--- config.mk ---
export PLATFORM = sky130hd
export DESIGN_NAME = axi_stream_prbs_source_flat
export DESIGN_NICKNAME = d
export VERILOG_FILES = /design/src/rtl/axi_stream_prbs_source_if.sv /design/src/rtl/axi_stream_prbs_source.sv /design/src/flat_wrapper.sv
export SDC_FILE = /design/constraint.sdc
export NUM_CORES = 1
export LEC_CHECK = 0
export CORE_MARGIN = 4
export CORE_UTILIZATION = 39
export CTS_CLUSTER_DIAMETER = 80
export DETAILED_ROUTE_END_ITERATION = 8
export HOLD_SLACK_MARGIN = 0.08
export SLEW_MARGIN = 20
export SYNTH_ARGS = -nofsm -noshare
export SYNTH_HDL_FRONTEND = slang
export SYNTH_SLANG_ARGS = --single-unit
--- constraint.sdc ---
create_clock -name clk -period 4.5 [get_ports clk]
set_input_delay 0.9 -clock clk [delete_from_list [all_inputs] [get_ports clk]]
set_output_delay 0.9 -clock clk [all_outputs]
set_load 0.01 [all_outputs]
--- src/rtl/axi_stream_prbs_source_if.sv ---
// AXI-Stream master/slave bundle used by the PRBS pattern source.
// Carries valid/ready/data/last for one stream direction.
interface axi_stream_prbs_source_if #(
    parameter int DATA_BITS = 32
);
    logic                 m_tvalid;
    logic                 m_tready;
    logic [DATA_BITS-1:0] m_tdata;
    logic                 m_tlast;

    modport master (
        output m_tvalid,
        output m_tdata,
        output m_tlast,
        input  m_tready
    );

    modport slave (
        input  m_tvalid,
        input  m_tdata,
        input  m_tlast,
        output m_tready
    );
endinterface

--- src/rtl/axi_stream_prbs_source.sv ---
// Galois-LFSR PRBS word source on an AXI-Stream master.
// Finite/unbounded runs, idle gaps between words, single-word error tagging.
module axi_stream_prbs_source #(
    parameter int                   DATA_BITS  = 32,
    parameter int                   COUNT_BITS = 32,
    parameter logic [DATA_BITS-1:0] SEED       = 32'h00000001,
    parameter logic [DATA_BITS-1:0] TAPS       = 32'h80200003
) (
    input  logic                          clk,
    input  logic                          rst,
    input  logic                          start,
    input  logic                          stop,
    input  logic [COUNT_BITS-1:0]         word_count,
    input  logic [7:0]                    gap_cycles,
    input  logic                          inject_error,
    axi_stream_prbs_source_if.master      axis,
    output logic                          busy,
    output logic                          done,
    output logic [COUNT_BITS-1:0]         words_sent
);

    localparam logic [DATA_BITS-1:0] SEED_EFF =
        (SEED == '0) ? DATA_BITS'(1) : SEED;

    typedef enum logic [1:0] {
        IDLE,
        SEND,
        GAP
    } state_t;

    state_t                state_q, state_d;
    logic [DATA_BITS-1:0]  lfsr_q, lfsr_d;
    logic [COUNT_BITS-1:0] sent_q, sent_d;
    logic [COUNT_BITS-1:0] count_q, count_d;
    logic [7:0]            gap_len_q, gap_len_d;
    logic [7:0]            gap_cnt_q, gap_cnt_d;
    logic                  stop_pend_q, stop_pend_d;
    logic                  err_pend_q, err_pend_d;
    logic                  corrupt_q, corrupt_d;
    logic                  done_q, done_d;

    logic                  valid;
    logic                  xfer;
    logic                  last;
    logic                  stop_eff;
    logic                  err_next;
    logic [DATA_BITS-1:0]  lfsr_adv;

    assign valid    = (state_q == SEND);
    assign xfer     = valid && axis.m_tready;
    assign last     = (count_q != '0) && ((sent_q + COUNT_BITS'(1)) == count_q);
    assign stop_eff = stop_pend_q | stop;
    assign lfsr_adv = (lfsr_q >> 1) ^ (lfsr_q[0] ? TAPS : '0);

    always_comb begin
        state_d     = state_q;
        lfsr_d      = lfsr_q;
        sent_d      = sent_q;
        count_d     = count_q;
        gap_len_d   = gap_len_q;
        gap_cnt_d   = gap_cnt_q;
        corrupt_d   = corrupt_q;
        done_d      = 1'b0;
        stop_pend_d = (state_q != IDLE) ? stop_eff : 1'b0;

        // A pulse arriving while a tag is outstanding merges into it.
        err_next = err_pend_q | inject_error;
        if (xfer && corrupt_q) begin
            err_next = 1'b0;
        end
        err_pend_d = err_next;

        unique case (state_q)
            IDLE: begin
                if (start) begin
                    state_d     = SEND;
                    lfsr_d      = SEED_EFF;
                    sent_d      = '0;
                    count_d     = word_count;
                    gap_len_d   = gap_cycles;
                    corrupt_d   = err_next;
                    stop_pend_d = 1'b0;
                end
            end
            SEND: begin
                if (xfer) begin
                    sent_d    = sent_q + COUNT_BITS'(1);
                    lfsr_d    = lfsr_adv;
                    corrupt_d = 1'b0;
                    if (last || stop_eff) begin
                        state_d     = IDLE;
                        done_d      = 1'b1;
                        stop_pend_d = 1'b0;
                    end else if (gap_len_q != 8'd0) begin
                        state_d   = GAP;
                        gap_cnt_d = gap_len_q;
                    end else begin
                        corrupt_d = err_next;
                    end
                end
            end
            GAP: begin
                if (stop_eff) begin
                    state_d     = IDLE;
                    done_d      = 1'b1;
                    stop_pend_d = 1'b0;
                end else if (gap_cnt_q <= 8'd1) begin
                    state_d   = SEND;
                    corrupt_d = err_next;
                end else begin
                    gap_cnt_d = gap_cnt_q - 8'd1;
                end
            end
            default: begin
                state_d = IDLE;
            end
        endcase
    end

    always_ff @(posedge clk) begin
        if (rst) begin
            state_q     <= IDLE;
            lfsr_q      <= SEED_EFF;
            sent_q      <= '0;
            count_q     <= '0;
            gap_len_q   <= '0;
            gap_cnt_q   <= '0;
            stop_pend_q <= 1'b0;
            err_pend_q  <= 1'b0;
            corrupt_q   <= 1'b0;
            done_q      <= 1'b0;
        end else begin
            state_q     <= state_d;
            lfsr_q      <= lfsr_d;
            sent_q      <= sent_d;
            count_q     <= count_d;
            gap_len_q   <= gap_len_d;
            gap_cnt_q   <= gap_cnt_d;
            stop_pend_q <= stop_pend_d;
            err_pend_q  <= err_pend_d;
            corrupt_q   <= corrupt_d;
            done_q      <= done_d;
        end
    end

    assign axis.m_tvalid = valid;
    assign axis.m_tdata  = valid ? (lfsr_q ^ DATA_BITS'(corrupt_q)) : '0;
    assign axis.m_tlast  = valid && last;
    assign busy          = (state_q != IDLE);
    assign done          = done_q;
    assign words_sent    = sent_q;

endmodule

--- src/flat_wrapper.sv ---
// flat-port wrapper written by rule: the top's interface ports become plain ports
module axi_stream_prbs_source_flat 
#(
    parameter int                   DATA_BITS  = 32,
    parameter int                   COUNT_BITS = 32,
    parameter logic [DATA_BITS-1:0] SEED       = 32'h00000001,
    parameter logic [DATA_BITS-1:0] TAPS       = 32'h80200003
)
  (clk, rst, start, stop, word_count, gap_cycles, inject_error, busy, done, words_sent, axis_m_tvalid, axis_m_tdata, axis_m_tlast, axis_m_tready);
  axi_stream_prbs_source_if #(.DATA_BITS(DATA_BITS)) axis_i ();
  input  logic clk;
  input  logic rst;
  input  logic start;
  input  logic stop;
  input  logic [COUNT_BITS-1:0] word_count;
  input  logic [7:0] gap_cycles;
  input  logic inject_error;
  output logic busy;
  output logic done;
  output logic [COUNT_BITS-1:0] words_sent;
  output wire logic [$bits(axis_i.m_tvalid)-1:0] axis_m_tvalid;
  output wire logic [$bits(axis_i.m_tdata)-1:0] axis_m_tdata;
  output wire logic [$bits(axis_i.m_tlast)-1:0] axis_m_tlast;
  input wire logic [$bits(axis_i.m_tready)-1:0] axis_m_tready;
  assign axis_m_tvalid = axis_i.m_tvalid;
  assign axis_m_tdata = axis_i.m_tdata;
  assign axis_m_tlast = axis_i.m_tlast;
  assign axis_i.m_tready = axis_m_tready;
  axi_stream_prbs_source #(.DATA_BITS(DATA_BITS), .COUNT_BITS(COUNT_BITS), .SEED(SEED), .TAPS(TAPS)) u_core (.clk(clk), .rst(rst), .start(start), .stop(stop), .word_count(word_count), .gap_cycles(gap_cycles), .inject_error(inject_error), .axis(axis_i), .busy(busy), .done(done), .words_sent(words_sent));
endmodule
==> impl_metrics.yaml <==
cells_and_area:
  nets: 966
  regArea_sq_mm: 0.00237
  synthToLayoutAreaGrowth_pct: 28.4
  num_antenna_cells: 0
  nFillCells: 1562
  drive_above_1_share: 0.0918
  multiInputGateArea_sq_mm: 0.00367
power_and_ir_drop:
  p_per_area_mw_per_mm2: 444
  power_mw: 3.69
  vdd_ir_drop_max_uv: 290
  p_leak_nw: 3.05
global_routing:
  antenna_found_initial: 0
  overflow: 0
  grt_start_max_net_pins: 93
  grt_util_all_layers: 0.201
  grt_pass1_wl_um: 29400
  grt_pass1_vias: 5591
logic_synthesis:
  ys_types: 64
  synth-seq-cells: 118
  ys_top_cells_by_count: "nand2_1 (130), dfxtp_1 (118), nor2_1 (95)"
  yosysMostFrequentCell: "nand2_1"
  netlist.area_leader.share: 0.364
  synthTopCellsByArea: "dfxtp_1 (36%), nand2_1 (7.5%), a21oi_1 (6.2%)"
  synth_edf_count: 0
  synth_top_area_cell: "dfxtp_1"
  synthesis.nets: 901
  ys_seq_area_frac: 0.364
  async_reset_ff_frac: 0
  synth.avg_cell_area_sq_um: 7.64
  synth_flop_cell: "dfxtp_1"
  yosysWarnings: 0
  mappedNetlistArea_sq_mm: 0.00648
  syn-instance-count: 848
routing:
  drtIter0Drc: 404
  ant_nets: 0
  vias: 6008
  drtPass1Iterations: 5
  drc_errors: 0
  drt-total-wl_um: 18400
  wl_per_cell_um: 16.1
  vias_per_cell: 5.26
worst_setup_path:
  path_max_fanout: 7
  crit_type: "flip-flop to primary output"
  startpoint_type: "flip-flop"
  worstSetupEndpointType: "primary output"
  rr_startpoint: "u_core.words_sent[1]"
  critPathArrivalTime_ns: 3.14
  worstPathRequired_ns: 3.60
  r2r_slack_ns: 1.25
  timing.rr.end: "u_core.state_q[0]"
  r2r_cells: 11
min_path:
  holdPathEnd: "u_core.lfsr_q[21]"
  hp-start: "u_core.lfsr_q[21]"
  hold_depth: 2
  hp-class: "flip-flop to flip-flop"
clocking:
  cts_tree: "done"
  htreeDepth: 4
  cts_buffers: 17
  root_buffer: "clkbuf_16"
  cts_hold_buf: 0
  insertion_delay_ns: 0.42
  clkTransAtPathRegs_ns: 0.06
  clkSinkCount: 118
  cts_buffer_depth: 2
timing:
  drv_slew: 0
  fin_skew_ns: 0.00823
  finalHoldViolCount: 0
  relSlewSlack: 0.336
  min_period_over_period: 0.899
  finalSetupTns_ns: 0
  fmax_mhz: 247
  setup_viol: 0
  tightest_slew_ns: 0.996
  whs_ns: 0.469
  rsz0062_at_grt: "false"
  min_period_ns: 4.04
floorplan:
  fp.dieH_um: 137
  initial_core_util: 0.404
  die_area_sq_mm: 0.0187
  fp.dieW_um: 137
  num_rows: 46
  core_sq_mm: 0.0161
  io_pins: 114
place:
  numPortBuffers: 113
  gp_congestion: 0.907
  dp_hpwl_um: 12700
job:
  drv_cap: 0
outcome:
  status: "finished, final reports clean"
## power breakdown
group	internal, mW	total, mW	switching, mW	leakage, nW
combinational	0.344	0.949	0.605	1.76
clock	1.05	1.55	0.496	0.331
sequential	1.12	1.20	0.0781	0.961
## kinds of logic after synthesis
| logic type | count (synthesis) | synth area share |
|---|---|---|
| AOI/OAI and AO/OA | 180 | 0.172 |
| muxes | 7 | 0.0110 |
| DFF | 118 | 0.364 |
| and+or+nand+nor | 380 | 0.288 |
| xor gates and xnor gates | 56 | 0.0757 |
| buffers and inverters | 100 | 0.0753 |
| adders and majority gates | 7 | 0.0135 |
## worst max-delay path by stage
stage                     slack, ns  cells past startpoint           end            startpoint
after floorplan                0.96                     10  axis_m_tlast  u_core.words_sent[0]
after global placement         0.39                      9  axis_m_tlast  u_core.words_sent[1]
after detailed placement       0.36                      9  axis_m_tlast  u_core.words_sent[1]
after CTS                      0.02                     10  axis_m_tlast  u_core.words_sent[1]
after global routing           0.28                      9  axis_m_tlast  u_core.words_sent[1]
final                          0.46                      9  axis_m_tlast  u_core.words_sent[1]
## per-layer routing
layer  up-vias  wire length, um  GRT usage
met4         0              326     0.0754
met5         -                0          0
met2       189             7810      0.297
met3        24             1240     0.0537
met1      2748             9050      0.282
li1       3047                -          -
## cells in the final DEF, fill, tap and decap left out, drive strengths merged, types with 3 or more instances in the layout
| cell | instances |
|---|---|
| xnor2 | 38 |
| ha | 7 |
| nand3b | 4 |
| nand3 | 19 |
| clkbuf | 19 |
| a31oi | 3 |
| clkdlybuf4s50 | 111 |
| dfxtp | 118 |
| nand4 | 17 |
| xor2 | 18 |
| a311oi | 5 |
| and2 | 36 |
| nor4 | 14 |
| o22ai | 4 |
| nand2 | 130 |
| nor3b | 3 |
| a22oi | 37 |
| mux2i | 6 |
| clkinv | 6 |
| nor3 | 25 |
| or3 | 6 |
| inv | 12 |
| and3 | 6 |
| bufinv | 6 |
| and4 | 9 |
| nand4b | 3 |
| nor2b | 7 |
| buf | 23 |
| a21oi | 82 |
| nor2 | 95 |
| o21ai | 28 |
## repair_timing
action / CTS / global route
pin swaps: 1 / 2
endpoints found under the setup margin: 1 / 1
gates resized for setup: 5 / 10
buffers inserted: 0 / 3
## flip-flops by register name, summed over array words and instances (netlist names)
signal / flops
u_core.corrupt_q: 1
u_core.count_q: 32
u_core.done: 1
u_core.err_pend_q: 1
u_core.gap_cnt_q: 8
u_core.gap_len_q: 8
u_core.lfsr_q: 32
u_core.state_q: 2
u_core.stop_pend_q: 1
u_core.words_sent: 32
## worst max-delay path, stage by stage (launching register included)
cell	delay, ns
dfxtp_2	0.38
ha_2	0.25
and3_1	0.21
and4_4	0.28
and3_1	0.25
nor3b_1	0.07
or4_4	0.55
nor4_4	0.30
and2_2	0.24
dlymetal6s2s_1	0.18
## through the flow
step / setup WS, ns / util / cell area, sq um / cells
final: 0.456 / 0.518 / 8320 / 1142
after global routing: 0.275 / 0.518 / 8320 / 1142
after CTS: 0.0181 / 0.515 / 8270 / 1139
after detailed placement: 0.360 / 0.472 / 7590 / 1107
after global placement: 0.387 / 0.472 / 7590 / 1107
after floorplan: 0.955 / - / 6480 / 848
## area by class of cell
class / instances / share of cell area
tap: 216 / 0.0325
sequential: 118 / 0.285
timing repair buffer: 135 / 0.156
clock inverter: 13 / 0.0272
clock buffer: 19 / 0.0532
inverter: 11 / 0.00496
multi-input combinational: 630 / 0.442
(Power assumes the default switching activity.)
